--- src/rtl/fetch_pkg.sv ---
// Shared types and constants for the instruction fetch stage and its decoder.
// Optional perf counters in fetch_stage are enabled with FETCH_PERF_CNT_EN.
package fetch_pkg;

    typedef enum logic [1:0] {
        S_BOOT,
        S_REQ,
        S_WAIT,
        S_DROP
    } fetch_state_t;

    localparam int PC_INC_DEFAULT = 4;

    localparam int OPC_LSB = 0;
    localparam int OPC_MSB = 6;
    localparam int F3_LSB  = 12;
    localparam int F3_MSB  = 14;
    localparam int F7_LSB  = 25;
    localparam int F7_MSB  = 31;

    localparam logic [6:0] OP_RTYPE = 7'b0000000;
    localparam logic [6:0] OP_ITYPE = 7'b0000001;
    localparam logic [6:0] OP_LW    = 7'b0000010;
    localparam logic [6:0] OP_SW    = 7'b0000011;
    localparam logic [6:0] OP_BR    = 7'b0000100;
    localparam logic [6:0] OP_JAL   = 7'b0000101;
    localparam logic [6:0] OP_JALR  = 7'b0000110;

    // Saturating 32-bit accumulate used by the event counters.
    function automatic logic [31:0] sat_add(input logic [31:0] a, input logic [1:0] inc);
        logic [32:0] sum;
        sum = {1'b0, a} + 33'(inc);
        return sum[32] ? '1 : sum[31:0];
    endfunction

endpackage

--- src/rtl/fetch_skid_buf.sv ---
// One-entry {pc, instr} holding register that catches a response when IF/ID is stalled.
module fetch_skid_buf #(
    parameter int XLEN = 32
) (
    input  logic            clk,
    input  logic            rst_n,
    input  logic            load,
    input  logic            drain,
    input  logic            flush,
    input  logic [XLEN-1:0] in_pc,
    input  logic [XLEN-1:0] in_instr,
    output logic            valid,
    output logic [XLEN-1:0] out_pc,
    output logic [XLEN-1:0] out_instr
);

    // NOTE: sequential state uses non-blocking assignments so every flop samples pre-edge values.
    always_ff @(posedge clk or negedge rst_n) begin
        if (!rst_n) begin
            valid <= 1'b0;
        end else if (flush) begin
            valid <= 1'b0;
        end else if (load) begin
            valid <= 1'b1;
        end else if (drain) begin
            valid <= 1'b0;
        end
    end

    // NOTE: payload is reset as well, so nothing downstream ever observes X after reset.
    always_ff @(posedge clk or negedge rst_n) begin
        if (!rst_n) begin
            out_pc    <= '0;
            out_instr <= '0;
        end else if (load) begin
            out_pc    <= in_pc;
            out_instr <= in_instr;
        end
    end

endmodule

--- src/rtl/fetch_stage.sv ---
// Instruction fetch: PC, single-outstanding imem requests, IF/ID register plus skid.
// Define FETCH_PERF_CNT_EN to add the perf_fetched/perf_flushed counters.
module fetch_stage
    import fetch_pkg::*;
#(
    parameter int              XLEN     = 32,
    parameter logic [XLEN-1:0] RESET_PC = '0,
    parameter int              PC_INC   = PC_INC_DEFAULT
) (
    input  logic            clk,
    input  logic            rst_n,
    output logic            imem_req_valid,
    input  logic            imem_req_ready,
    output logic [XLEN-1:0] imem_req_addr,
    input  logic            imem_rsp_valid,
    input  logic [XLEN-1:0] imem_rsp_data,
    input  logic            redirect_valid,
    input  logic [XLEN-1:0] redirect_pc,
    output logic            id_valid,
    input  logic            id_ready,
    output logic [XLEN-1:0] id_pc,
    output logic [XLEN-1:0] id_instr,
    output logic [6:0]      id_opcode,
    output logic [2:0]      id_funct3,
    output logic [6:0]      id_funct7
`ifdef FETCH_PERF_CNT_EN
    ,
    output logic [31:0]     perf_fetched,
    output logic [31:0]     perf_flushed
`endif
);

    fetch_state_t    state;
    logic [XLEN-1:0] pc;
    logic [XLEN-1:0] req_pc;
    logic            skid_valid;
    logic [XLEN-1:0] skid_pc;
    logic [XLEN-1:0] skid_instr;

    logic req_fire, redir, capture, drain, if_open;
    logic if_from_skid, if_from_rsp, skid_load;

    assign imem_req_valid = (state == S_REQ) && !skid_valid;
    assign imem_req_addr  = pc;
    assign req_fire       = imem_req_valid && imem_req_ready;
    assign redir          = redirect_valid && (state != S_BOOT);
    assign capture        = (state == S_WAIT) && imem_rsp_valid && !redir;
    assign drain          = id_valid && id_ready;
    assign if_open        = !id_valid || drain;
    // The skid entry is older than any new response, so it refills IF/ID first.
    assign if_from_skid   = !redir && if_open && skid_valid;
    assign if_from_rsp    = capture && if_open && !skid_valid;
    assign skid_load      = capture && !if_open;

    always_ff @(posedge clk or negedge rst_n) begin
        if (!rst_n) begin
            state  <= S_BOOT;
            pc     <= RESET_PC;
            req_pc <= RESET_PC;
        end else begin
            case (state)
                S_BOOT: state <= S_REQ;
                S_REQ: begin
                    if (req_fire) begin
                        req_pc <= pc;
                        state  <= redir ? S_DROP : S_WAIT;
                        pc     <= redir ? redirect_pc : pc + XLEN'(PC_INC);
                    end else if (redir) begin
                        pc <= redirect_pc;
                    end
                end
                S_WAIT: begin
                    if (redir) begin
                        pc    <= redirect_pc;
                        state <= imem_rsp_valid ? S_REQ : S_DROP;
                    end else if (imem_rsp_valid) begin
                        state <= S_REQ;
                    end
                end
                S_DROP: begin
                    if (redir) pc <= redirect_pc;
                    if (imem_rsp_valid) state <= S_REQ;
                end
                default: state <= S_BOOT;
            endcase
        end
    end

    always_ff @(posedge clk or negedge rst_n) begin
        if (!rst_n) begin
            id_valid <= 1'b0;
            id_pc    <= '0;
            id_instr <= '0;
        end else if (redir) begin
            id_valid <= 1'b0;
        end else if (if_from_skid) begin
            id_valid <= 1'b1;
            id_pc    <= skid_pc;
            id_instr <= skid_instr;
        end else if (if_from_rsp) begin
            id_valid <= 1'b1;
            id_pc    <= req_pc;
            id_instr <= imem_rsp_data;
        end else if (drain) begin
            id_valid <= 1'b0;
        end
    end

    fetch_skid_buf #(.XLEN(XLEN)) u_skid (
        .clk       (clk),
        .rst_n     (rst_n),
        .load      (skid_load),
        .drain     (if_from_skid),
        .flush     (redir),
        .in_pc     (req_pc),
        .in_instr  (imem_rsp_data),
        .valid     (skid_valid),
        .out_pc    (skid_pc),
        .out_instr (skid_instr)
    );

    assign id_opcode = id_instr[OPC_MSB:OPC_LSB];
    assign id_funct3 = id_instr[F3_MSB:F3_LSB];
    assign id_funct7 = id_instr[F7_MSB:F7_LSB];

`ifdef FETCH_PERF_CNT_EN
    logic       rsp_discard;
    logic [1:0] flush_inc;

    assign rsp_discard = imem_rsp_valid &&
                         ((state == S_DROP) || ((state == S_WAIT) && redir));
    // An IF/ID entry accepted by decode in the redirect cycle is consumed, not flushed.
    assign flush_inc   = 2'(rsp_discard) + 2'(redir && id_valid && !id_ready) +
                         2'(redir && skid_valid);

    always_ff @(posedge clk or negedge rst_n) begin
        if (!rst_n) begin
            perf_fetched <= '0;
            perf_flushed <= '0;
        end else begin
            perf_fetched <= sat_add(perf_fetched, 2'(if_from_skid || if_from_rsp));
            perf_flushed <= sat_add(perf_flushed, flush_inc);
        end
    end
`endif

endmodule

--- config.mk ---
export PLATFORM = sky130hd
export DESIGN_NAME = fetch_stage
export DESIGN_NICKNAME = d
export VERILOG_FILES = /design/src/rtl/fetch_pkg.sv /design/src/rtl/fetch_skid_buf.sv /design/src/rtl/fetch_stage.sv
export SDC_FILE = /design/constraint.sdc
export NUM_CORES = 1
export LEC_CHECK = 0
export ABC_AREA = 1
export BUFFER_PORTS_ARGS = -buffer_cell sky130_fd_sc_hd__buf_2
export CAP_MARGIN = 20
export CELL_PAD_IN_SITES_DETAIL_PLACEMENT = 1
export CELL_PAD_IN_SITES_GLOBAL_PLACEMENT = 1
export CORE_ASPECT_RATIO = 0.9
export CORE_UTILIZATION = 44
export CTS_CLUSTER_SIZE = 28
export DETAILED_ROUTE_END_ITERATION = 6
export PLACE_DENSITY = 0.89
export SYNTH_ARGS = -nofsm -noshare
export SYNTH_HDL_FRONTEND = slang
export SYNTH_SLANG_ARGS = --single-unit
--- constraint.sdc ---
create_clock -name clk -period 2.93 [get_ports clk]
set_input_delay 0.1465 -clock clk [delete_from_list [all_inputs] [get_ports clk]]
set_output_delay 0.1465 -clock clk [all_outputs]
set_load 0.02 [all_outputs]
### Word-level counts from Yosys, hierarchy flattened

Index checks and enable logic that the tools add are counted.

| word-level totals | value |
|---|---|
| register bits after elaboration | 196 |
| logic and storage cells | 61 |
| input bits | 70 |
| output and inout bits | 115 |

| cells by class | value |
|---|---|
| $add $sub $neg | 1 |
| eq/ne operators | 4 |
| reduce and logical (&&, ||, !) cells | 25 |
| bitwise operators | 1 |
| mux-type cells | 21 |

Operators with widths:

| kind | count |
|---|---|
| $mux W32 | 7 |
| $pmux W32 S2 | 1 |
| $add A32 B3 Y32 const B | 1 |
| $logic_and A1 B1 Y1 | 11 |
| $mux W1 | 8 |
| $mux W2 | 4 |
| $pmux W2 S4 | 1 |
| $reduce_bool A2 Y1 | 3 |
| $eq A2 B2 Y1 const B | 2 |
| $logic_not A1 Y1 | 4 |
| $reduce_and A2 Y1 | 2 |
| $reduce_bool A4 Y1 | 1 |
| $reduce_bool A3 Y1 | 1 |
| $eq A2 B1 Y1 const B | 1 |
| $logic_not A2 Y1 | 1 |
| $ne A2 B2 Y1 const B | 1 |
| $reduce_or A2 Y1 | 1 |
| $logic_or A1 B1 Y1 | 1 |
| $not A1 Y1 | 1 |

### Depth between registers and ports, before layout

Gate-level depths: netlist of the first run.

| logic depth | value |
|---|---|
| depth in word-level cells | 9 |
| mapped depth | 12 |
| depth with buffers taken out | 11 |

### Cells and area by module

A second synthesis of the first run with hierarchy kept.

| unflattened totals | value |
|---|---|
| cells, all modules | 1187 |
| area total of the unflattened synthesis | 9350.2 µm² |

By module, submodules not included:

| module | instances | cells each | sequential area each (µm²) | area each (µm²) |
|---|---|---|---|---|
| fetch_stage | 1 | 912 | 3278.1 | 6830.3 |
| fetch_skid_buf | 1 | 275 | 1626.6 | 2519.9 |

### Worst setup path after synthesis of the first run

No wires, ideal clock.

| timing path | value |
|---|---|
| kind | register -> register |
| start | reg pc[2], in the netlist imem_req_addr[2] |
| end | reg pc[18], in the netlist imem_req_addr[18] |
| slack | 1.205 ns |
| stages on the path, launching flop included | 11 |
| path buffers | 0 |
| library setup time | 0.123 ns |
| data arrival time | 1.602 ns |
| clock period less this slack | 1.725 ns |
| path through | dfrtp_1 -> ha_1 -> nand3_1 -> inv_1 -> nand2_1 -> nor2_1 -> nand2_1 -> nand3_1 -> nand2_1 -> o21ai_0 -> nand2_1 |

| on the way | value |
|---|---|
| word-level cells in the longest chain between the ends | 4 |

Ends and longest elaborated chain:

| element | RTL line | RTL |
|---|---|---|
| start, declared | fetch_stage.sv:34 | `logic [XLEN-1:0] pc;` |
| start signal, assigned | fetch_stage.sv:67 | `pc <= redir ? redirect_pc : pc + XLEN'(PC_INC);` |
| start signal, assigned | fetch_stage.sv:69 | `pc <= redirect_pc;` |
| start signal, assigned | fetch_stage.sv:74 | `pc <= redirect_pc;` |
| $add A32 B3 Y32 | fetch_stage.sv:67 |  |
| $mux W32 | fetch_stage.sv:67 |  |
| $mux W32 | fetch_stage.sv:64 | `if (req_fire) begin` |
| $pmux W32 S2 | fetch_stage.sv:61 | `case (state)` |

No other way between the ends.
A chain may end at the register's enable or synchronous reset.

### Worst setup path in the final report of the first run

| timing path | value |
|---|---|
| start | reg state[1] |
| end | reg id_instr[21] |

| on the way | value |
|---|---|
| word-level cells in the longest chain between the ends | 8 |
| elaborated cells on any way between the ends | 14 |
| classes of those cells | eq/ne (1); mux (1); bitwise (1); reduce/logical (11) |

Ends and longest elaborated chain:

| element | RTL line | RTL |
|---|---|---|
| start, declared | fetch_stage.sv:33 | `fetch_state_t state;` |
| start signal, assigned | fetch_stage.sv:66 | `state <= redir ? S_DROP : S_WAIT;` |
| start signal, assigned | fetch_stage.sv:75 | `state <= imem_rsp_valid ? S_REQ : S_DROP;` |
| $reduce_bool A2 Y1 | fetch_stage.sv:46 | `assign redir = redirect_valid && (state != S_BOOT);` |
| $logic_and A1 B1 Y1 | fetch_stage.sv:46 |  |
| $logic_not A1 Y1 | fetch_stage.sv:47, fetch_stage.sv:51 |  |
| $logic_and A1 B1 Y1 | fetch_stage.sv:47 | `assign capture = (state == S_WAIT) && imem_rsp_valid && !redir;` |
| $logic_and A1 B1 Y1 (2 in series) | fetch_stage.sv:52 | `assign if_from_rsp = capture && if_open && !skid_valid;` |
| $reduce_bool A2 Y1 (no source line) | n/a |  |
| $reduce_and A2 Y1 (no source line) | n/a |  |
| end signal, assigned | fetch_stage.sv:99 | `id_instr <= skid_instr;` |
| end signal, assigned | fetch_stage.sv:103 | `id_instr <= imem_rsp_data;` |
| end, declared | fetch_stage.sv:22 | `output logic [XLEN-1:0] id_instr,` |

Several ways; a longest one is shown, not always the timed one.

==> impl_results.md, run 1 <==
- CP top delay family: simple AND/OR/NAND/NOR gates
- Main flop type after synthesis: dfrtp_1
- Worst path slowest cell: buf_4
- Syn. warnings: 0
- Root Buffer: clkbuf_16
- Layout area overhead: 19.6%
- Number of I/O pins: between 150 and 200
- Final setup viols: 0
- Sequential Power Share: 39.5%
- Slew HR: 48.9%
- Final Max Slew Viols: 0
- Kind of critical path: reg -> reg
- RSZ-0062 raised after global routing: false
- Depth of the CTS H-tree: 4
- WL/cell: 18.3 um
- Pin slew with the least headroom to its limit: 0.766 ns
- Sw Pwr: approximately 4.8 mW
- # DRC: 0
- Synth area leader: dfrtp_1
- Initial Utilization: 45.0%
- Maximum vdd drop: roughly 0.0004 V
- Final wirelength: about 30 mm
- Final min period: 2.30 ns
- Worst Path Max Fanout: 64
- Worst hold slack: ~0.016 ns
- Combinational share of power: 37.9%
- Min-Delay Path Class: in -> reg
- Vias: approximately 9000
- Starting DRT DRC Count: 636
- Pwr dens: 938 nW/um2
- Cell Rows: 51
- Grt ovf: 0
- Clk_skew: around 0.017 ns
- Mapped Area: 9770 um2
- Layout cell share with drive strength beyond 1: 23.0%
- Sw frac: 44.1%
- Final core occ: 53.9%
- Synth area leaders: dfrtp_1 (50%), nand2_1 (16%), o21ai_2 (5.7%)
- Pre-antenna DRT Iters: 5
- Placed cell count: between 1500 and 2000
- TritonCTS Buffers: 17
- Clock Sinks: 196
- Total GRT Usage: 28.1%
- Clock transition at path regs: 0.08 ns
- Worst path cell trace: nor2_4, nor2_4, nor2_1, nand2_2, inv_2, buf_4, o211ai_1, nand2_1
- Final instance area: 11700 um2
- Placer Congestion: 0.875
- Longest Clk Path Bufs: 2
- Crit end category: flop
- Port bufs: 184
- Core area: 21700 um2
- Vias in the first global route: 9414
- Setup TNS: 0 ns
- Synth cell types: 34
- Post-synthesis sequential area ratio: 50.2%
- Largest net degree at the start of global routing: 74
- CP required: 3.32 ns
- Pwr Total: 11.0 mW
- Placed Area: 10700 um2
- Area of the die: roughly 23000 um2
- Worst slack, placed: approximately 0.67 ns
- Synth top area share: 50.2%
- Worst skew pair latency: 0.45 ns
- Worst endpoint data arrival time: 2.69 ns
- DP Wirelength: between 15 and 20 mm
- CP max stage delay: 0.59 ns
- Fin. Hold Viols: 0
- Die Span Y: 143 um
- Post-layout net count: between 1000 and 1500
- Fmax: 434 MHz
- Initial antenna violation count: 3
- Most common cell on crit path: nor2_4
- Maxcap violations: 0
- Worst path bufs/invs: 2
- CTS tree: done
- Leakage power: 6.30 nW
- Outcome: finished clean
- Ratio of final minimum period to clock period: 78.7%
- Avg Cell Area, Syn: 8.24 um2
- DRT antenna net count: 0
- Asr flop ratio synth: 100%
- Critical Path Start Type: flop
- Vias per cell: 5.31
- Fin cells: 1669
- Syn_nets: 1257
- Post-synthesis register bit count: around 200
- EDFF count, synth: 0
- Post-synthesis cell count: 1186
- Internal Power: 6.13 mW
- Post-cts resize count: 0
- First-pass GRT wire length: 50.3 mm
- Die W: 159 um
- Clock power share: 22.6%
- Post-route setup slack: 0.625 ns
-- cells in the final DEF (no fill, tap or decap), types with 2 or more instances in the layout --
cell type,instances
inv_1,114
bufinv_16,2
o21ai_2,64
clkinv_8,2
a21oi_1,12
diode_2,2
a22oi_1,5
o21ai_0,61
inv_8,2
buf_2,183
nor2_1,62
o211ai_1,65
nand3_1,40
a211oi_1,6
clkinv_4,3
nand4_1,11
nor3_1,17
dlygate4sd3_1,38
inv_2,4
buf_12,5
inv_6,5
nand2_1,421
nor2_4,2
buf_4,11
clkbuf_16,17
o22ai_1,3
nand2_2,13
dfrtp_1,196
-- final timing paths --
path	end	slack (ns)	from	depth (start not counted)
max	id_instr[21]	0.63	state[1]	8
max in group asynchronous	imem_req_addr[20]	1.82	rst_n	3
max reg2reg	id_instr[21]	0.63	state[1]	8
min in group asynchronous	u_skid.out_instr[20]	0.22	rst_n	2
min reg2reg	id_pc[9]	0.48	id_pc[9]	2
min	u_skid.out_instr[18]	0.02	imem_rsp_data[18]	3
-- state kept, by name, summed over array words and instances (netlist names) --
register and count:
imem_req_addr 32, u_skid.valid 1, id_pc 32, req_pc 32, id_valid 1, id_instr 32, u_skid.out_instr 32, u_skid.out_pc 32
state 2
-- kinds of logic after synthesis --
kind of cell    after synthesis  share of synthesized area [%]
xor+xnor                      1                         0.0897
buf+inv                     199                           10.4
flops                       196                           50.2
simple gates                571                           23.5
compound gates              218                           15.6
fa+ha+maj                     1                          0.128
-- final cells by class --
| class | count | area [um2] |
|---|---|---|
| Sequential cell | 196 | 4900 |
| Fill cell | 2656 | 10000 |
| Clock buffer | 18 | 429 |
| Inverter | 119 | 447 |
| Clock inverter | 14 | 185 |
| Timing Repair Buffer | 238 | 1490 |
| Multi-Input combinational cell | 791 | 3860 |
| Tap cell | 291 | 364 |
| Antenna cell | 2 | 5.00 |
-- cells in the mapped netlist (5+ instances only) --
master and instances:
nor3_1 17, nand3_1 40, buf_6 8, inv_1 115
o21ai_2 64, nand2_2 11, buf_4 19, nand2_1 423
nor2_1 62, o21ai_0 61, clkbuf_1 22, o211ai_1 65
nand4_1 11, dfrtp_1 196, buf_2 22, a211oi_1 6
a21oi_1 12, buf_12 6, a22oi_1 5
-- repair_timing --
action / in CTS / in global routing
endpoints found under the hold margin: 85 / 1
hold buffers: 37 / 1
setup buffers: 0 / 0
-- metal layers --
metal | part of all wire, % | GRT usage (%) | wire length, um | up-vias
met4 | 1.8 | 8.65 | 544 | 2
met1 | 43 | 36.2 | 13100 | 4383
met5 | 0.043 | 0 | 13 | -
li1 | - | - | - | 4149
met3 | 5.8 | 5.22 | 1760 | 45
met2 | 49 | 48.4 | 15100 | 283
-- power groups by stage --
| stage | clock (mW) | combinational [mW] | sequential (mW) |
|---|---|---|---|
| 3_3_place_gp | 0 | 3.91 | 4.30 |
| 2_1_floorplan | 0 | 2.13 | 4.84 |
| 4_1_cts | 2.52 | 4.15 | 4.31 |
| 3_5_place_dp | 0 | 4.05 | 4.34 |
| 5_1_grt | 2.62 | 4.58 | 4.45 |
| 6_report | 2.47 | 4.15 | 4.33 |
-- worst min-delay path, stage by stage --
cell and delay [ns]:
buf_2 0.11, inv_1 0.10, o21ai_2 0.07
No activity file was read; power rests on OpenSTA's default activity.
==> inputs of run 2 (changes only) <==
Settings changed: CORE_UTILIZATION 44 to 41, PLACE_DENSITY 0.89 to 0.84.
Clock period 2.93 ns to 2.4 ns, I/O delays scaled along.
==> run 2 against run 1 <==
  * Sequential share of layout area decreased by 0.37 points
  * Clock skew decreased by 0.0033 ns
  * Clock power increased by 19%
  * Die area increased by 7.2%
  * Critical path depth unchanged
  * Sequential power increased by 22%
  * Routed wire length decreased by 3.2%
  * Design area increased by 0.90%
  * Flip-flop and latch count unchanged
  * Fmax increased by 4.6%
  * Critical path type unchanged
  * Critical endpoint is now id_instr[6]
  * Largest cell class unchanged
==> impl_results.md, run 2 (synthesis gave the netlist of run 1 again) <==
- Outcome: finished clean
- Worst path slowest cell: buf_4
- Worst path bufs/invs: 1
- Final setup viols: 0
- Final instance area: 11800 um2
- Fin cells: about 1700
- Critical Path Start Type: flop
- CTS tree: done
- Setup TNS: 0 ns
- Total GRT Usage: 25.0%
- Root Buffer: clkbuf_16
- Grt ovf: 0
- TritonCTS Buffers: 17
- Placed cell count: 1612
- Commonest non-fill, non-tap cell in the layout: nand2_1
- Commonest cells after routing, fill and taps aside: nand2_1 (421), dfrtp_1 (196), buf_2 (183)
- Final min period: around 2.2 ns
- Post-cts resize count: 0
- Leakage power: about 6.3 nW
- Crit end category: flop
- Pin slew with the least headroom to its limit: 0.801 ns
- Worst Path Max Fanout: between 60 and 70
- First-pass GRT wire length: 47.4 mm
- Clock transition at path regs: 0.08 ns
- Fmax: 454 MHz
- Clk_skew: 0.0139 ns
- Min-Delay Path Class: in -> reg
- Worst R2R Setup Slack: 0.20 ns
- Depth of the CTS H-tree: 4
- RSZ-0062 raised after global routing: false
- Vias: 8773
- Worst path cell trace: nor2_4, nor2_4, nor2_1, nand2_2, buf_4, nand2_1, o211ai_1, nand2_1
- Die W: roughly 160 um
- Maxcap violations: 0
- Layout cell share with drive strength beyond 1: 23.2%
- DRT antenna net count: 0
- CP required: 2.72 ns
- Pwr dens: 1130 nW/um2
- Placer Congestion: 0.869
- DP Wirelength: 19.4 mm
- Longest Clk Path Bufs: 2
- Core area: 23300 um2
- Vias per cell: 5.20
- Slew HR: 46.6%
- Initial Utilization: 41.8%
- Port bufs: 184
- Post-layout net count: 1441
- CP max stage delay: 0.60 ns
- Number of I/O pins: 185
- Largest net degree at the start of global routing: about 130
- Die Span Y: 148 um
- Starting DRT DRC Count: 515
- # DRC: 0
- Worst endpoint data arrival time: between 2 and 3 ns
- WL/cell: around 17 um
- Fin. Hold Viols: 0
- Ratio of final minimum period to clock period: 91.8%
- Area of the die: 24400 um2
- Final wirelength: 29.5 mm
- CP top delay family: simple AND/OR/NAND/NOR gates
- Placed Area: 10800 um2
- Vias in the first global route: 8994
- Kind of critical path: reg -> reg
- Maximum vdd drop: 0.000524 V
- Pre-antenna DRT Iters: 5
- Clock Sinks: about 200
- Postcts setup bufs: 0
- Layout area overhead: 20.7%
- Final Max Slew Viols: 0
- Initial antenna violation count: 1
- Cell Rows: 53
- Worst skew pair latency: 0.44 ns
==> run 2: area by class of cell <==
class | instances | area [um2]
inverters | 119 | 447
multi-input cells | 791 | 3860
repair buffers | 245 | 1590
diodes | 1 | 2.50
clock buffers | 17 | 425
clock inverters | 15 | 185
flip-flops and latches | 196 | 4900
well taps | 302 | 378
fillers | 2849 | 11600
==> run 2: tightest hold or removal path, cell delays in order <==
cell and delay (ns):
buf_2 0.08, nand2_1 0.06, nand3_1 0.08, nand2_1 0.04, nand2_1 0.05
==> run 2: metrics by stage <==
stage / worst slack (ns) / hold slack, ns / util (%) / power [mW]
2_1_floorplan: 0.675 / -0.176 / - / 8.51
3_3_place_gp: 0.358 / 0.167 / 46.1 / 10.1
3_5_place_dp: 0.297 / 0.159 / 46.1 / 10.3
4_1_cts: 0.198 / 0.00787 / 50.5 / 13.4
5_1_grt: 0.0397 / 0.0157 / 50.5 / 14.2
6_report: 0.197 / 0.0227 / 50.5 / 13.3
==> run 2: final timing paths <==
path                            startpoint                 to  depth (start not counted)
setup / recovery                  state[1]        id_instr[6]                          8
hold / removal             redirect_pc[20]  imem_req_addr[20]                          5
min in group asynchronous            rst_n       id_instr[22]                          2
hold reg to reg                   id_pc[2]           id_pc[2]                          2
max in group asynchronous            rst_n  imem_req_addr[17]                          3
setup reg to reg                  state[1]        id_instr[6]                          8
==> run 2: power by group <==
group / total (mW) / switching (mW) / internal, mW / leakage, nW
registers: 5.27 / 0.939 / 4.33 / 2.52
clock network: 2.94 / 1.52 / 1.42 / 0.295
logic: 5.12 / 3.50 / 1.62 / 3.52
==> run 2: what timing repair did <==
action / in CTS / in global routing
endpoints found under the hold margin: 101 / 0
hold buffers: 41 / 0
endpoints found under the setup margin: 0 / 0
==> run 2: routing by layer <==
layer / up-vias / routed length [um] / global-route usage (%)
met4: 0 / 401 / 6.56
met1: 4320 / 13600 / 34.0
li1: 4160 / - / -
met3: 27 / 1390 / 4.02
met2: 266 / 14100 / 41.4
met5: - / 0 / 0
